**config.mk**
```make
export PLATFORM = sky130hd
export DESIGN_NAME = reg_bank_arbiter
export DESIGN_NICKNAME = d
export VERILOG_FILES = /design/src/rtl/reg_bank_arbiter.sv
export SDC_FILE = /design/constraint.sdc
export NUM_CORES = 1
export LEC_CHECK = 0
export CAP_MARGIN = 10
export CORE_UTILIZATION = 62
export DETAILED_ROUTE_END_ITERATION = 7
export DONT_BUFFER_PORTS = 1
export GPL_ROUTABILITY_DRIVEN = 0
export PLACE_DENSITY = 0.81
export SLEW_MARGIN = 5
export SYNTH_ARGS = -nofsm -noshare
export SYNTH_HDL_FRONTEND = slang
export SYNTH_SLANG_ARGS = --single-unit
```
**constraint.sdc**
```tcl
create_clock -name CLK -period 3.6 [get_ports CLK]
set_input_delay 0.54 -clock CLK [delete_from_list [all_inputs] [get_ports CLK]]
set_output_delay 0.54 -clock CLK [all_outputs]
set_load 0.05 [all_outputs]
```
**src/rtl/reg_bank_arbiter.sv**
```systemverilog
// Two-requester round-robin sequencer for a bank of NREGS registers.
// One access at a time: IDLE -> SETUP -> COMMIT -> DONE, strobes held for SETUP and COMMIT.
module reg_bank_arbiter #(
  parameter int WIDTH = 16,
  parameter int NREGS = 4,
  parameter int AW    = 2
) (
  input  logic                   CLK,
  input  logic                   RST,
  input  logic [1:0]             REQ,
  input  logic [1:0]             WE,
  input  logic [AW-1:0]          ADDR0,
  input  logic [AW-1:0]          ADDR1,
  input  logic [WIDTH-1:0]       WDATA0,
  input  logic [WIDTH-1:0]       WDATA1,
  input  logic [NREGS*WIDTH-1:0] Q_I,
  output logic [NREGS-1:0]       CS_O,
  output logic                   R_O,
  output logic                   W_O,
  output logic [WIDTH-1:0]       D_O,
  output logic [1:0]             ACK,
  output logic [WIDTH-1:0]       RDATA,
  output logic                   ERR,
  output logic                   BUSY
);

  typedef enum logic [1:0] {IDLE, SETUP, COMMIT, DONE} state_t;

  localparam logic [AW:0] NREGS_W = (AW+1)'(NREGS);

  state_t          state;
  logic            last_grant;
  logic            grant;
  logic            lat_we;
  logic [AW-1:0]   lat_addr;

  logic            win;
  logic            win_we;
  logic [AW-1:0]   win_addr;
  logic [WIDTH-1:0] win_data;
  logic [NREGS-1:0] win_cs;
  logic            lat_valid;
  logic [WIDTH-1:0] rd_word;

  // Out-of-range addresses decode to no select at all.
  function automatic logic [NREGS-1:0] decode(input logic [AW-1:0] a);
    logic [NREGS-1:0] oh;
    oh = '0;
    for (int k = 0; k < NREGS; k++)
      if ({1'b0, a} == (AW+1)'(k)) oh[k] = 1'b1;
    return oh;
  endfunction

  always_comb begin
    // NOTE: every signal gets a value before any branch, so no latch can be inferred.
    rd_word = '0;
    // Contested requests alternate away from the last winner; a lone request always wins.
    win      = (REQ == 2'b11) ? ~last_grant : REQ[1];
    win_we   = WE[win];
    win_addr = win ? ADDR1  : ADDR0;
    win_data = win ? WDATA1 : WDATA0;
    win_cs   = decode(win_addr);
    lat_valid = ({1'b0, lat_addr} < NREGS_W);
    for (int k = 0; k < NREGS; k++)
      if ({1'b0, lat_addr} == (AW+1)'(k)) rd_word = Q_I[k*WIDTH +: WIDTH];
  end

  // NOTE: all state and registered outputs update with non-blocking assignments so every
  // register samples values from before the edge, regardless of statement order.
  always_ff @(posedge CLK or posedge RST) begin
    if (RST) begin
      state      <= IDLE;
      last_grant <= 1'b1;
      grant      <= 1'b0;
      lat_we     <= 1'b0;
      lat_addr   <= '0;
      CS_O       <= '0;
      R_O        <= 1'b0;
      W_O        <= 1'b0;
      D_O        <= '0;
      ACK        <= 2'b00;
      RDATA      <= '0;
      ERR        <= 1'b0;
      BUSY       <= 1'b0;
    end else begin
      case (state)
        IDLE: begin
          ACK <= 2'b00;
          ERR <= 1'b0;
          if (|REQ) begin
            grant      <= win;
            last_grant <= win;
            lat_we     <= win_we;
            lat_addr   <= win_addr;
            CS_O       <= win_cs;
            D_O        <= win_data;
            W_O        <= win_we;
            R_O        <= ~win_we;
            BUSY       <= 1'b1;
            state      <= SETUP;
          end
        end
        SETUP: begin
          state <= COMMIT;
        end
        COMMIT: begin
          CS_O  <= '0;
          R_O   <= 1'b0;
          W_O   <= 1'b0;
          ACK   <= grant ? 2'b10 : 2'b01;
          ERR   <= ~lat_valid;
          // Writes leave RDATA alone; bad addresses return zero.
          if (!lat_valid)  RDATA <= '0;
          else if (!lat_we) RDATA <= rd_word;
          state <= DONE;
        end
        DONE: begin
          ACK   <= 2'b00;
          ERR   <= 1'b0;
          BUSY  <= 1'b0;
          state <= IDLE;
        end
        default: state <= IDLE;
      endcase
    end
  end

endmodule

```
==> reports/summary.txt, run 1 <==
Post-CTS Hold Buffers: 0
Layout Cells excl Fill: 251
Fmax: 447 MHz
Yosys reg bits: 48
Synth Instances: 207
Worst Hold Class: input pin to flip-flop
Worst Hold Depth: 1
Max Buffers Root-to-Sink: 2
Initial antenna violation count: 0
Most common cell after layout, fill and taps aside: dfrtp_1
Register share of total power: 0.603
CTS HTree Levels: 2
Part of the power in combinational logic: 0.288
Router iterations before antenna repair: 4
Grt ovf: 0
CP max FO: 11
Cts bufs inserted: 5
Largest delay contributor family on the critical path: simple AND/OR/NAND/NOR gates
Post-DP HPWL: 4160 um
Vias in the first global route: 1604
Gates resized, CTS repair: 0
Critical path class: flip-flop to flip-flop
Pre-CTS setup slack: 1410 ps
Worst VDD drop: 522 uV
Cell depth of the worst flop-to-flop path: 4
1st-iter DRT viols: 68
Sw Ratio: 0.523
Max_cap viols: 0
Post-DRT Antenna Nets: 0
CP max stage delay: 860 ps
Clock Sinks: 48
# port buffers: 0
Seq/Total Area, Yosys: 0.456
Worst Tran Pin Value: 1020 ps
Critical Path AT: 2430 ps
Ant diodes: 0
CP Cell Sequence: inv_1, ha_1, nor3b_1, mux2_2
Final clock skew: 6.77 ps
Pint: 1450 uW
Wirelength, routed: 5550 um
Worst Hold End: last_grant
CP max-delay cell: nor3b_1
I/O pins: 148
Reg2reg end: state[1]
Vias: 1646
Slew Viols, Final: 0
Pin count of the biggest net entering global routing: 49
Post-CTS Setup Inserts: 0
Worst reg2reg startpoint: state[0]
Layout cell share with drive strength beyond 1: 0.204
RSZ-0062 raised after global routing: false
Clk root buf: clkbuf_8
Layout Area Growth over Synthesis: 2.56%
Final hold viol count: 0
Total negative slack: 0 ps
Pwr/cell area: 1130 nW/um2
Period utilization: 0.621
Cell Rows: 23
# setup viols final: 0
First-pass GRT wire length: 8160 um
Synth Cell Area: 2640 um2
DRC viols: 0
WL/cell: 22.1 um
Dpl cells: 242
Synth Warn #: 0
CP Capture Type: flip-flop
Hold Path Origin: REQ[0]
Netlist cell types: 32
CORE AREA: 4030 um2
Crit path time final: 2240 ps
Initial Util: 0.654
Setup WS post-layout: 1360 ps
Switching pwr: 1590 uW
Final net count: 311
Status: completed
Worst-path clk slew: 80 ps
Most frequent cells in the layout: dfrtp_1 (47), nand2_1 (22), o21ai_0 (22)
DIE HEIGHT: 67.2 um
Global router's overall resource usage: 0.254
Reg2reg setup slack: 1360 ps
Required time of the critical path: 3790 ps
Drt via density: 6.56
Slew headroom: 0.317
Buf+Inv Stages, Crit Path: 1
CTS tree: yes
Clk_lat worst skew: 300 ps
Syn nets: 318
Clk network pwr share: 0.109
Worst Setup Start Kind: flip-flop
Die area: 4510 um2
Die Wd: 67.2 um
Pleak: 0.00118 uW
Synth Area per Inst: 12.7 um2
## through the flow
stage	utilization	total power, uW	hold slack, ps	area, um2
2_1_floorplan	-	2570	450	2640
3_3_place_gp	0.644	2650	501	2590
3_5_place_dp	0.644	2720	546	2590
4_1_cts	0.667	3050	288	2690
5_1_grt	0.671	3210	294	2700
6_report	0.671	3040	303	2700
## area by class of cell
class / count / area, um2
Inverter: 5 / 18.8
Clock inverter: 2 / 10.0
Tap cell: 50 / 62.6
Sequential cell: 48 / 1200
Fill cell: 315 / 1330
Multi-Input combinational cell: 139 / 1310
Clock buffer: 6 / 82.6
Timing Repair Buffer: 1 / 15.0
## cell usage after synthesis
library cell	count	share of area
dfstp_2	1	0.010
clkbuf_1	4	0.0057
a21boi_4	1	0.0071
ha_1	5	0.024
mux2_4	9	0.051
buf_4	2	0.0057
mux2_2	8	0.034
buf_2	5	0.0095
o21ai_1	7	0.013
nor3_1	1	0.0019
conb_1	1	0.0014
dfrtp_1	47	0.45
nor3b_1	1	0.0029
nand2b_1	3	0.0071
mux4_1	7	0.070
buf_12	1	0.0076
o31ai_1	4	0.011
mux2i_1	21	0.080
o21ai_0	22	0.042
a22o_1	1	0.0033
nor2b_1	4	0.0095
nor2_1	4	0.0057
nand3_1	1	0.0019
inv_1	5	0.0071
nand4_1	1	0.0024
a21bo_2	1	0.0038
a21oi_1	3	0.0057
nand2_1	22	0.031
mux4_2	9	0.077
o221ai_1	2	0.0066
a31oi_1	1	0.0024
buf_6	3	0.013
## routing by layer
| metal | part of all wire | track usage | vias up | wire length, um |
|---|---|---|---|---|
| met4 | 0.013 | 0.0851 | 0 | 71 |
| met2 | 0.49 | 0.415 | 103 | 2690 |
| li1 | - | - | 749 | - |
| met1 | 0.40 | 0.319 | 786 | 2190 |
| met3 | 0.11 | 0.0794 | 8 | 590 |
| met5 | 0 | 0 | - | 0 |
## registers in the layout, summed over array words and instances (netlist names)
name        flops
R_O             1
CS_O            4
lat_addr        2
state           2
RDATA          16
BUSY            1
W_O             1
lat_we          1
last_grant      1
D_O            16
grant           1
ACK             2
## how the worst max path moves through the flow
stage	start	to	slack, ps	cells past startpoint
3_3_place_gp	state[0]	state[1]	1530	4
3_5_place_dp	state[0]	state[1]	1410	4
6_report	state[0]	state[1]	1360	4
4_1_cts	state[0]	state[1]	1390	4
2_1_floorplan	RST	ACK[0]	1920	1
5_1_grt	state[0]	CS_O[3]	1180	5
## power by group through the flow
| stage | Sequential, uW | Combinational, uW | Clock, uW |
|---|---|---|---|
| 2_1_floorplan | 1710 | 866 | 0 |
| 6_report | 1830 | 875 | 333 |
| 5_1_grt | 1870 | 975 | 366 |
| 4_1_cts | 1840 | 865 | 342 |
| 3_3_place_gp | 1830 | 815 | 0 |
| 3_5_place_dp | 1850 | 864 | 0 |
## cell families (layout without fill, tap and decap cells)
group / Yosys count / after routing / synth area share
muxes: 54 / 54 / 0.312
DFF: 48 / 48 / 0.456
AOI/OAI and AO/OA: 42 / 42 / 0.0954
and+or+nand+nor: 37 / 37 / 0.0627
buffers and inverters: 20 / 14 / 0.0484
adders and majority gates: 5 / 5 / 0.0237
other: 1 / 1 / 0.00142
(Power assumes the default switching activity.)
==> inputs of run 2 (changes only) <==
--- a/config.mk
+++ b/config.mk
@@ -6,11 +6,11 @@
 export NUM_CORES = 1
 export LEC_CHECK = 0
 export CAP_MARGIN = 10
-export CORE_UTILIZATION = 62
+export CORE_UTILIZATION = 57
 export DETAILED_ROUTE_END_ITERATION = 7
 export DONT_BUFFER_PORTS = 1
 export GPL_ROUTABILITY_DRIVEN = 0
-export PLACE_DENSITY = 0.81
+export PLACE_DENSITY = 0.78
 export SLEW_MARGIN = 5
 export SYNTH_ARGS = -nofsm -noshare
 export SYNTH_HDL_FRONTEND = slang
==> constraint.sdc (replaced) <==
create_clock -name CLK -period 2 [get_ports CLK]
set_input_delay 0.3 -clock CLK [delete_from_list [all_inputs] [get_ports CLK]]
set_output_delay 0.3 -clock CLK [all_outputs]
set_load 0.05 [all_outputs]
==> run 2 against run 1 <==
First-iteration DRC count rose by 8.8%; non-clock buffer count rose by 6; fmax rose by 23%.
==> reports/summary.txt, run 2 (same netlist as run 1, synthesis figures left out) <==
Status: completed
Drt via density: 6.54
Reg2reg setup slack: 180 ps
Most common cell after layout, fill and taps aside: dfrtp_1
Final clock skew: 8.14 ps
Post-DRT Antenna Nets: 0
Worst reg2reg startpoint: state[0]
Setup WS post-layout: 175 ps
Regs by FF count: D_O: 16 flops, RDATA: 16 flops, CS_O: 4 flops
Clock Sinks: 48
CP Capture Type: flip-flop
Cell Area, Placed: 2660 um2
Final hold viol count: 0
Clk root buf: clkbuf_8
Critical path class: flip-flop to flip-flop
DRC viols: 0
Worst Tran Pin Value: 794 ps
Gates resized, CTS repair: 0
Period utilization: 0.912
Buf+Inv Stages, Crit Path: 2
Clk_lat worst skew: 300 ps
CORE AREA: 4380 um2
CP max-delay cell: dfrtp_1
Worst Hold Depth: 1
CP max stage delay: 420 ps
I/O pins: 148
CTS HTree Levels: 2
Cell Rows: 24
Post-CTS Setup Inserts: 0
Hold Path Origin: REQ[0]
Critical Path AT: 2020 ps
Required time of the critical path: 2190 ps
Total negative slack: 0 ps
Pin count of the biggest net entering global routing: 40
Layout Area Growth over Synthesis: 4.84%
CP max FO: 11
Initial Util: 0.601
Crit path time final: 1820 ps
Most frequent cells in the layout: dfrtp_1 (47), nand2_1 (22), o21ai_0 (22)
Vias: 1693
Max Buffers Root-to-Sink: 2
Die Wd: 70.0 um
RSZ-0062 raised after global routing: false
# port buffers: 0
Initial antenna violation count: 0
Pre-CTS setup slack: 264 ps
DIE HEIGHT: 70.0 um
Grt ovf: 0
Slew Viols, Final: 0
Worst Hold End: last_grant
Slew headroom: 0.469
Largest delay contributor family on the critical path: flip-flops
Global router's overall resource usage: 0.236
Max_cap viols: 0
Worst-path clk slew: 90 ps
Wirelength, routed: 5700 um
# setup viols final: 0
Worst VDD drop: 906 uV
Post-CTS Hold Buffers: 1
Fmax: 548 MHz
Cts bufs inserted: 5
CTS tree: yes
1st-iter DRT viols: 74
Worst Setup Start Kind: flip-flop
Design Area, Final: 2760 um2
CP Cell Sequence: inv_1, ha_1, nor3b_1, buf_4, mux2_2
Worst Hold Class: input pin to flip-flop
Pwr/cell area: 2010 nW/um2
Hold WS: 73.9 ps
Router iterations before antenna repair: 4
Die area: 4900 um2
Layout cell share with drive strength beyond 1: 0.213
Ant diodes: 0
Final net count: 317
WL/cell: 22.0 um
Cell depth of the worst flop-to-flop path: 5
Post-DP HPWL: 4230 um
Vias in the first global route: 1750
Pleak: 0.00121 uW
First-pass GRT wire length: 8880 um
Reg2reg end: state[1]
==> run 2: cell count changes in the layout (fill, tap and decap cells not counted) <==
| cell | before | now |
|---|---|---|
| buf_12 | 0 | 1 |
| buf_4 | 0 | 5 |
| buf_8 | 1 | 0 |
| clkbuf_1 | 0 | 2 |
| clkinv_2 | 2 | 0 |
| dlygate4sd3_1 | 0 | 1 |
| o21ai_2 | 1 | 0 |
| o21ai_4 | 0 | 1 |
==> run 2: area by class of cell <==
cell class	count	area [um2]
multi-input cells	139	1320
inverters	5	18.8
clock buffers	8	90.1
repair buffers	7	67.6
fillers	351	1620
flip-flops and latches	48	1200
well taps	52	65.1
==> run 2: through the flow <==
step / util / std cells / total power [uW]
2_1_floorplan: - / 207 / 4630
3_3_place_gp: 0.606 / 250 / 4820
3_5_place_dp: 0.606 / 250 / 4960
4_1_cts: 0.628 / 259 / 5570
5_1_grt: 0.630 / 259 / 5830
6_report: 0.630 / 259 / 5540
==> run 2: worst max path at each step <==
stage | slack, ps | cells past startpoint | endpoint | from
floorplan | 340 | 6 | RDATA[8] | state[0]
global placement | 380 | 5 | state[1] | state[0]
detailed placement | 260 | 4 | D_O[15] | state[0]
CTS | 240 | 4 | D_O[15] | state[0]
global route | 100 | 5 | state[1] | state[0]
finish | 180 | 5 | state[1] | state[0]
==> run 2: power breakdown <==
part / switching, uW / internal, uW / leakage (uW)
Combinational: 783 / 947 / 0.000574
Sequential: 1790 / 1430 / 0.000588
Clock: 309 / 282 / 0.0000455
==> run 2: layer usage <==
layer  vias to the layer above  track usage  wire (um)
met1                       808        0.271       2040
li1                        756            -          -
met5                         -            0          0
met3                        13       0.0967        628
met2                       116        0.405       2940
met4                         0       0.0667         90
==> inputs of run 3 (changes only) <==
--- a/config.mk
+++ b/config.mk
@@ -5,7 +5,6 @@
 export SDC_FILE = /design/constraint.sdc
 export NUM_CORES = 1
 export LEC_CHECK = 0
-export CAP_MARGIN = 10
 export CORE_UTILIZATION = 57
 export DETAILED_ROUTE_END_ITERATION = 7
 export DONT_BUFFER_PORTS = 1
==> constraint.sdc (replaced) <==
create_clock -name CLK -period 2 [get_ports CLK]
set_input_delay 0.6 -clock CLK [delete_from_list [all_inputs] [get_ports CLK]]
set_output_delay 0.6 -clock CLK [all_outputs]
set_load 0.05 [all_outputs]
==> run 3 against run 2 <==
Die area unchanged; flip-flop and latch count unchanged; largest cell class unchanged; hold slack gained 16 ps; worst setup slack better by 110 ps; largest power group unchanged; fmax is 6.7% higher; clock skew is 0.82 ps lower.
==> reports/summary.txt, run 3 (same netlist as run 1, synthesis figures left out) <==
Status: completed
Met3 usage: 0.0880
Global router's overall resource usage: 0.231
Fmax: 585 MHz
Cell Rows: 24
Vias: 1652
Pleak: 0.00121 uW
CP max FO: 11
Post-DP HPWL: 4120 um
Final hold viol count: 0
Pwr/cell area: 1990 nW/um2
Critical path class: flip-flop to flip-flop
WL/cell: 21.0 um
Max Buffers Root-to-Sink: 2
1st-iter DRT viols: 31
Die area: 4900 um2
# setup viols final: 0
I/O pins: 148
# port buffers: 0
Worst-path clk slew: 90 ps
CORE AREA: 4380 um2
GRT met1 Usage: 0.276
Pin count of the biggest net entering global routing: 39
Clk_lat worst skew: 300 ps
Post-DRT Antenna Nets: 0
Wirelength, routed: 5430 um
Layout Cells excl Fill: 259
Worst Setup Start Kind: flip-flop
Clock Sinks: 48
CTS HTree Levels: 2
Gates resized, CTS repair: 0
Post-CTS Setup Inserts: 0
Cts bufs inserted: 5
Max_cap viols: 0
Clk root buf: clkbuf_8
CP Capture Type: flip-flop
DRC viols: 0
Most Crowded Layer GR: met2
Drt via density: 6.38
Multi-input gate area: 1310 um2
Layout Area Growth over Synthesis: 4.61%
Fill cells: 346
Router iterations before antenna repair: 4
Final net count: 317
Worst Tran Pin Value: 662 ps
Initial antenna violation count: 0
CTS tree: yes
Slew Viols, Final: 0
Dpl cells: 251
Initial Util: 0.601
Regs by FF count: D_O: 16 flops, RDATA: 16 flops, CS_O: 4 flops
DIE HEIGHT: 70.0 um
Worst Hold Class: input pin to asynchronous set/reset pin
Required time of the critical path: 2190 ps
Ant diodes: 0
Total negative slack: 0 ps
Grt ovf: 0
Vias in the first global route: 1758
Worst VDD drop: 853 uV
Post-CTS Hold Buffers: 0
GR Layer Usage met2: 0.394
Period utilization: 0.855
Slew headroom: 0.559
First-pass GRT wire length: 8790 um
Die Wd: 70.0 um
Most common cell after layout, fill and taps aside: dfrtp_1
FF+latch area: 1200 um2
RSZ-0062 raised after global routing: false
Layout cell share with drive strength beyond 1: 0.217
Critical Path AT: 1900 ps
Most frequent cells in the layout: dfrtp_1 (47), nand2_1 (22), o21ai_0 (22)
Final clock skew: 7.32 ps
Crit path time final: 1710 ps
## run 3: final cells by class
type,instances,area share
timing repair buffer,7,0.0281
clock inverter,1,0.00182
tap,52,0.0236
multi-input combinational,139,0.476
sequential,48,0.436
inverter,5,0.00681
clock buffer,7,0.0277
## run 3: worst paths after layout
path                       startpoint          end  slack (ps)  cells after the start
setup / recovery             state[0]     state[1]         290                      5
max in group asynchronous         RST      D_O[13]        1320                      2
setup reg to reg             state[0]     state[1]         290                      5
hold reg to reg                lat_we       lat_we         510                      2
hold / removal                    RST  lat_addr[0]          90                      1
min in group CLK               REQ[0]   last_grant         380                      1
## run 3: layer usage
metal	vias up	wire, um
met1	790	2070
met4	0	51
li1	760	-
met3	6	577
met2	96	2730
met5	-	0
## run 3: through the flow
stage	cell area, um2	util	hold slack, ps	worst slack (ps)	total power [uW]
floorplan	2640	-	450	257	4630
finish	2760	0.629	90.3	290	5490
global route	2760	0.629	104	210	5790
CTS	2760	0.629	88.6	296	5520
detailed placement	2680	0.610	419	309	4970
global placement	2680	0.610	412	386	4840
## run 3: report_power, final
group	switching, uW	total [uW]	leakage, uW	internal, uW
combinational	753	1710	0.000577	958
sequential	1780	3210	0.000588	1430
clock	317	563	0.0000422	246
## run 3: critical path, cell delays in order, from the launching register on
cell     delay [ps]
dfrtp_1         420
inv_1           140
ha_1            310
nor3b_1         210
buf_4           190
mux2_2          330
